$ cat config.mk
export PLATFORM = sky130hd
export DESIGN_NAME = valve_lut_ctrl
export DESIGN_NICKNAME = d
export VERILOG_FILES = /design/src/rtl/valve_lut_ctrl.sv
export SDC_FILE = /design/constraint.sdc
export NUM_CORES = 2
export LEC_CHECK = 0
export CAP_MARGIN = 20
export CORE_ASPECT_RATIO = 1.75
export CORE_MARGIN = 2
export CORE_UTILIZATION = 55
export CTS_CLUSTER_SIZE = 24
export DETAILED_ROUTE_END_ITERATION = 12
export GPL_ROUTABILITY_DRIVEN = 0
export PLACE_DENSITY = 0.75
export SETUP_SLACK_MARGIN = 0.15
export SKIP_LAST_GASP = 1
export SLEW_MARGIN = 0
export SYNTH_ARGS = -nofsm -noshare
export SYNTH_HDL_FRONTEND = slang
export SYNTH_SLANG_ARGS = --single-unit
$ cat constraint.sdc
create_clock -name clk -period 8.2 [get_ports clk]
set_input_delay 0.82 -clock clk [delete_from_list [all_inputs] [get_ports clk]]
set_output_delay 0.82 -clock clk [all_outputs]
set_load 0.005 [all_outputs]
$ cat src/rtl/valve_lut_ctrl.sv
// Policy-table valve controller: target 2 cycles after addr_vld, valve_out slews one step per STEP_DIV cycles; no backpressure.
// Optional macro VALVE_OVERRIDE_EN adds ovr_en/ovr_val direct valve override.
module valve_lut_ctrl #(
  parameter int ADDR_W     = 9,
  parameter int VALVE_W    = 6,
  parameter int MAX_STEP   = 4,
  parameter int STEP_DIV   = 8,
  parameter int INIT_VALVE = 0
) (
  input  logic               clk,
  input  logic               rst,
  input  logic [ADDR_W-1:0]  addr_in,
  input  logic               addr_vld,
  input  logic               cfg_we,
  input  logic [ADDR_W-1:0]  cfg_addr,
  input  logic [VALVE_W-1:0] cfg_data,
`ifdef VALVE_OVERRIDE_EN
  input  logic               ovr_en,
  input  logic [VALVE_W-1:0] ovr_val,
`endif
  output logic [VALVE_W-1:0] valve_out,
  output logic [VALVE_W-1:0] target,
  output logic               at_target,
  output logic               fault
);

  localparam int FW    = ADDR_W / 3;
  localparam int CNT_W = (STEP_DIV > 1) ? $clog2(STEP_DIV) : 1;
  localparam logic [VALVE_W-1:0] INIT_V   = VALVE_W'(INIT_VALVE);
  localparam logic [VALVE_W-1:0] STEP_V   = VALVE_W'(MAX_STEP);
  localparam logic [VALVE_W:0]   STEP_LIM = {1'b0, STEP_V};

  function automatic logic field_ok(input logic [FW-1:0] f);
    return (f != '0) && (f <= FW'(3));
  endfunction

  logic                addr_ok;
  logic [VALVE_W-1:0]  tbl [2**ADDR_W];
  logic                rd_vld;
  logic [VALVE_W-1:0]  rd_dat;
  logic [CNT_W-1:0]    cnt;
  logic                wrap;
  logic signed [VALVE_W:0] diff;
  logic [VALVE_W:0]    mag;
  logic [VALVE_W-1:0]  slew_nxt;
  logic                ovr_act;
  logic [VALVE_W-1:0]  ovr_dat;

`ifdef VALVE_OVERRIDE_EN
  assign ovr_act = ovr_en;
  assign ovr_dat = ovr_val;
`else
  assign ovr_act = 1'b0;
  assign ovr_dat = '0;
`endif

  assign addr_ok = field_ok(addr_in[FW-1:0]) && field_ok(addr_in[2*FW-1:FW])
                && field_ok(addr_in[3*FW-1:2*FW]);

  // Plain register array so every entry can be reset; reads see pre-write contents.
  always_ff @(posedge clk) begin
    if (rst) begin
      for (int i = 0; i < 2**ADDR_W; i++) tbl[i] <= INIT_V;
    end else if (cfg_we) begin
      tbl[cfg_addr] <= cfg_data;
    end
  end

  always_ff @(posedge clk) begin
    if (rst) begin
      rd_vld <= 1'b0;
      rd_dat <= INIT_V;
      fault  <= 1'b0;
      target <= INIT_V;
    end else begin
      rd_vld <= addr_vld && addr_ok;
      if (addr_vld) rd_dat <= tbl[addr_in];
      if (addr_vld && !addr_ok) fault <= 1'b1;
      if (rd_vld) target <= rd_dat;
    end
  end

  assign wrap = (cnt == CNT_W'(STEP_DIV - 1));
  assign diff = $signed({1'b0, target}) - $signed({1'b0, valve_out});
  assign mag  = diff[VALVE_W] ? unsigned'(-diff) : unsigned'(diff);

  // Large gaps move by exactly MAX_STEP, so the result stays strictly between valve_out and target.
  always_comb begin
    slew_nxt = valve_out;
    if (mag <= STEP_LIM)     slew_nxt = target;
    else if (diff[VALVE_W])  slew_nxt = valve_out - STEP_V;
    else                     slew_nxt = valve_out + STEP_V;
  end

  always_ff @(posedge clk) begin
    if (rst) begin
      cnt       <= '0;
      valve_out <= INIT_V;
    end else begin
      cnt <= wrap ? '0 : cnt + CNT_W'(1);
      if (ovr_act)   valve_out <= ovr_dat;
      else if (wrap) valve_out <= slew_nxt;
    end
  end

  assign at_target = (valve_out == target) && !ovr_act;

endmodule

==> flow_results.org <==
** Power
- Power spread over the standard cell area amounts to 217 nW/um2.
- In this run the static leakage power is 0.0652 uW.
- Power Total :: 33900 uW
- The worst-case IR drop observed on VDD is 0.000200 V.

** Placement
- Timing analysis after detailed placement gives a worst setup slack of 2.51 ns.
- Input/output buffers :: 41
- Detailed placement finished with a half-perimeter wire length of 258000 um.

** Worst setup path
- First element of the critical path :: addr_in[1]
- The largest single stage delay on the critical path is 1.03 ns.
- Standard cell with the maximum stage delay on the critical path :: sky130_fd_sc_hd__a211oi_2
- Cell breakdown of the critical path :: buf_8 -> buf_4 -> and2_2 -> buf_4 -> a221oi_1 -> a22oi_1 -> nand2_1 -> a211oi_2 -> buf_4 -> nor3_1 -> nor4_1 -> o32ai_1
- The critical path is of the primary input to flip-flop type.
- Counting stages on the worst path, the most repeated cell is sky130_fd_sc_hd__buf_4.
- CP Capture Type :: flip-flop
- Across all register-to-register paths, the minimum setup slack is 4.42 ns.
- STA classifies the critical path startpoint as a primary input.
- Data arrives at the worst endpoint at 6.21 ns.
- The kind of cell with the highest combined delay along the critical path is simple AND/OR/NAND/NOR gates.
- Counting cells, the worst reg-to-reg path comes to 8.
- Total buffers and inverters traversed by the critical path :: 4
- Crit Path Max Fanout :: 52
- The endpoint identified for the worst register-to-register timing path is rd_dat[4].
- In this run the critical register-to-register path is launched from tbl[90][4].
- Counting buffers and inverters, the worst setup path is 12 cells deep.
- At the worst endpoint, the required time is around 8.9 ns.
- Capturing element of the worst setup path :: rd_dat[4]

** Floorplanning
- Once the floorplan was initialized, standard cells occupied between 50 and 60% of the core.
- Die Height :: 689 um
- Count of standard-cell rows :: 251
- The region available for standard cell placement spans 267000 um2.
- DIE AREA :: about 270000 um2
- From left edge to right edge, the die measures slightly below 400 um.
- Number of top-level design ports :: 42

** Synth
- Post-Synthesis Mean Instance Area :: 14.5 um2
- Of the total synthesized cell area, the portion taken by XOR and XNOR cells is 0.0237%.
- The number of nets handed over by synthesis was 10200.
- Basic-gate share of the synthesized area counting and, or, nand and nor cells :: 14.5%
- Post-synthesis instance area :: 148000 um2
- Summing the areas of all compound-gate instances in the mapped netlist gives 5.08% of the synthesized area.
- Count of distinct cell types in the synthesized netlist :: 90
- After synthesis, the share of cell area in mux cells is 12.9%.
- For this run, the leading register cell type out of synthesis is sky130_fd_sc_hd__edfxtp_1.
- Summing the sequential cell areas from Yosys gives 62.8% of the chip area.
- After synthesis the netlist holds a flip-flop and latch count of about 3100.
- During synthesis, Yosys emitted a total of 0 warnings.
- Of all flip-flops after synthesis, the portion carrying an async set or reset was 0%.
- Cell count after synthesis :: 10200
- Main combinational cell family by area after synthesis :: simple AND/OR/NAND/NOR gates
- Post-synth EDFFs :: roughly 3100
- Post-Synth Adder-Cell Area :: less than 1%

** Timing
- Final TNS setup :: 0 ns
- Fin. Hold Viols :: 0
- The count of pins over their slew limit is 0.
- Static timing analysis puts the maximum clock frequency at roughly 180 MHz.
- Setup clock skew after layout :: 0.0409 ns
- Final setup vio count :: 0
- Final WS setup :: 2.73 ns
- In the finished design, the share of the clock period the worst path needs comes to 66.7%.
- Measured against its own limit, the worst slew margin works out to 3.78%.
- For the pin with the worst max-slew slack, the measured transition is between 1 and 1.5 ns.
- Final period demand of the worst path :: 5.47 ns
- Setup repair after global routing left no endpoint under its margin.

** Finish
- Total number of nets in the final design :: around 9300
- In the final layout, the share of cells above drive strength 1 is 14.6%.
- From synthesis to final layout, the design area changed by 6.18%.
- Fin util :: 58.7%

** Drt
- The detailed router finished its first iteration with between 10000 and 15000 violations.
- Length of the first detailed-routing pass in iterations :: 8
- The routed design has 437000 um of wire.
- DR DRC count :: 0
- In the final routed layout, each cell accounts on average for between 30 and 40 um.
- Vias per cell :: slightly above 7
- The detailed router placed 92600 vias in this run.
- Number of nets with antenna violations after routing :: 0

** Job
- Max Cap Violations :: 0

** GRT
- Largest net degree at the start of global routing :: ~240
- The first global-routing pass estimated 631000 um of wire.
- Overall routing resource usage :: a little under a third
- Via count of the first global-routing pass :: 91100
- Summed over all layers, the global routing overflow is 0.
- The number of antenna violations at the first check in global routing was 22.

** Clocking
- CTS hold repair buffers :: 0
- After clock tree synthesis, the setup repair step added 0 buffers.
- Clock Latency Late Sink :: 0.89 ns
- The clock passes through at most 4 buffers.
- The tree is rooted in a sky130_fd_sc_hd__clkbuf_16.
- Num CTS Buffers :: 274
- Clock slew at the register clock pins of the worst setup and hold paths :: 0.07 ns
- CTS saw 3095 sinks.
- The H-tree was split into 5 levels.
- Post-cts repair resize count :: 0
- TritonCTS built the clock tree.

** Min path
- Along the worst hold path, the cell count comes to 1.
- Classification of the worst-slack hold path :: flip-flop to flip-flop

** Status
- The flow ran to the end, and the final reports show no timing, DRC or antenna violations.
-- Yosys cell counts, types with 14 or more instances --
cell                       instances  area [um2]
sky130_fd_sc_hd__mux4_2          660       14900
sky130_fd_sc_hd__nor3_1           41         205
sky130_fd_sc_hd__nor2b_1          16         100
sky130_fd_sc_hd__o221ai_1         54         473
sky130_fd_sc_hd__dfxtp_1          23         460
sky130_fd_sc_hd__buf_6            52         586
sky130_fd_sc_hd__a221oi_1         31         272
sky130_fd_sc_hd__mux4_1           23         604
sky130_fd_sc_hd__mux2i_1         311        3110
sky130_fd_sc_hd__buf_1            21        78.8
sky130_fd_sc_hd__o22ai_1          48         300
sky130_fd_sc_hd__a21oi_1          96         480
sky130_fd_sc_hd__buf_2            84         420
sky130_fd_sc_hd__clkbuf_1       1239        4650
sky130_fd_sc_hd__o21ai_0          71         355
sky130_fd_sc_hd__nand2_1         144         541
sky130_fd_sc_hd__nand3_1          31         155
sky130_fd_sc_hd__nor2_1          116         435
sky130_fd_sc_hd__o211ai_1         16         120
sky130_fd_sc_hd__a21o_1          516        3870
sky130_fd_sc_hd__edfxtp_1       3072       92200
sky130_fd_sc_hd__nand2b_1         34         213
sky130_fd_sc_hd__a31oi_1          14        87.6
sky130_fd_sc_hd__buf_8            23         345
sky130_fd_sc_hd__mux2_2           36         405
sky130_fd_sc_hd__and3_1         3078       19300
sky130_fd_sc_hd__a211oi_1         29         218
sky130_fd_sc_hd__buf_4            33         248
sky130_fd_sc_hd__a22oi_1          46         345
-- placed cells by master, fill, tap and decap left out, drive strengths merged, types with 27 or more instances in the layout --
cell type | synthesis | routed
a221oi | 32 | 32
mux2 | 36 | 36
o221ai | 54 | 54
a21o | 516 | 516
clkdlybuf4s50 | 0 | 27
nand2 | 144 | 144
mux4 | 683 | 683
nor3 | 41 | 41
and3 | 3078 | 3078
a211oi | 29 | 29
nand3 | 31 | 31
clkbuf | 1250 | 345
buf | 226 | 225
clkinv | 1 | 96
a22oi | 46 | 46
edfxtp | 3072 | 3072
nor2 | 117 | 117
mux2i | 311 | 311
o21ai | 72 | 72
a21oi | 96 | 96
o22ai | 48 | 48
nand2b | 34 | 34
-- worst min-delay path by stage --
stage | from | end | slack, ns
after global routing | cnt[0] | cnt[0] | 0.48
after detailed placement | cnt[0] | cnt[0] | 0.44
after global placement | cnt[0] | cnt[0] | 0.41
after floorplan | cnt[0] | cnt[0] | 0.40
final | cnt[0] | cnt[0] | 0.44
after CTS | cnt[0] | cnt[0] | 0.45
-- layer usage --
metal | vias up | GRT usage [%] | routed length (um)
met2 | 6409 | 51.6 | 212000
met5 | - | 0 | 92
met1 | 46700 | 36.6 | 138000
met3 | 1542 | 6.14 | 45800
li1 | 37900 | - | -
met4 | 14 | 24.5 | 40300
-- report_power, final --
part	leakage [uW]	internal (uW)	switching, uW
Sequential	0.0293	18100	240
Combinational	0.0317	933	1950
Clock	0.00410	6860	5840
-- cell families (layout without fill, tap and decap cells) --
logic type / Yosys count / in the layout
adders and majority gates: 13 / 13
xor gates and xnor gates: 4 / 4
and+or+nand+nor: 3530 / 3530
muxes: 1030 / 1030
other: 0 / 12
AOI/OAI and AO/OA: 1028 / 1028
DFF: 3095 / 3095
buffers and inverters: 1492 / 742
-- sequential cells by signal (all words and copies together) (netlist names) --
name       count
cnt            3
rd_dat         6
valve_out      6
fault          1
tbl         3072
target         6
rd_vld         1
-- stage by stage --
step                hold slack (ns)  instance area (um2)  std cells
floorplan                     0.404               148000      10200
global placement              0.414               148000      12500
detailed placement            0.440               148000      12500
CTS                           0.449               157000      13000
global route                  0.477               157000      13000
finish                        0.440               157000      13000
-- layout make-up --
| type | count | area, um2 |
|---|---|---|
| Sequential cell | 3095 | 92700 |
| Multi-Input combinational cell | 5605 | 48500 |
| Clock inverter | 129 | 1130 |
| Inverter | 16 | 71.3 |
| Tap cell | 3542 | 4430 |
| Fill cell | 19600 | 110000 |
| Clock buffer | 342 | 7270 |
| Timing Repair Buffer | 255 | 2500 |
| Antenna cell | 12 | 30.0 |
(Power assumes the default switching activity.)
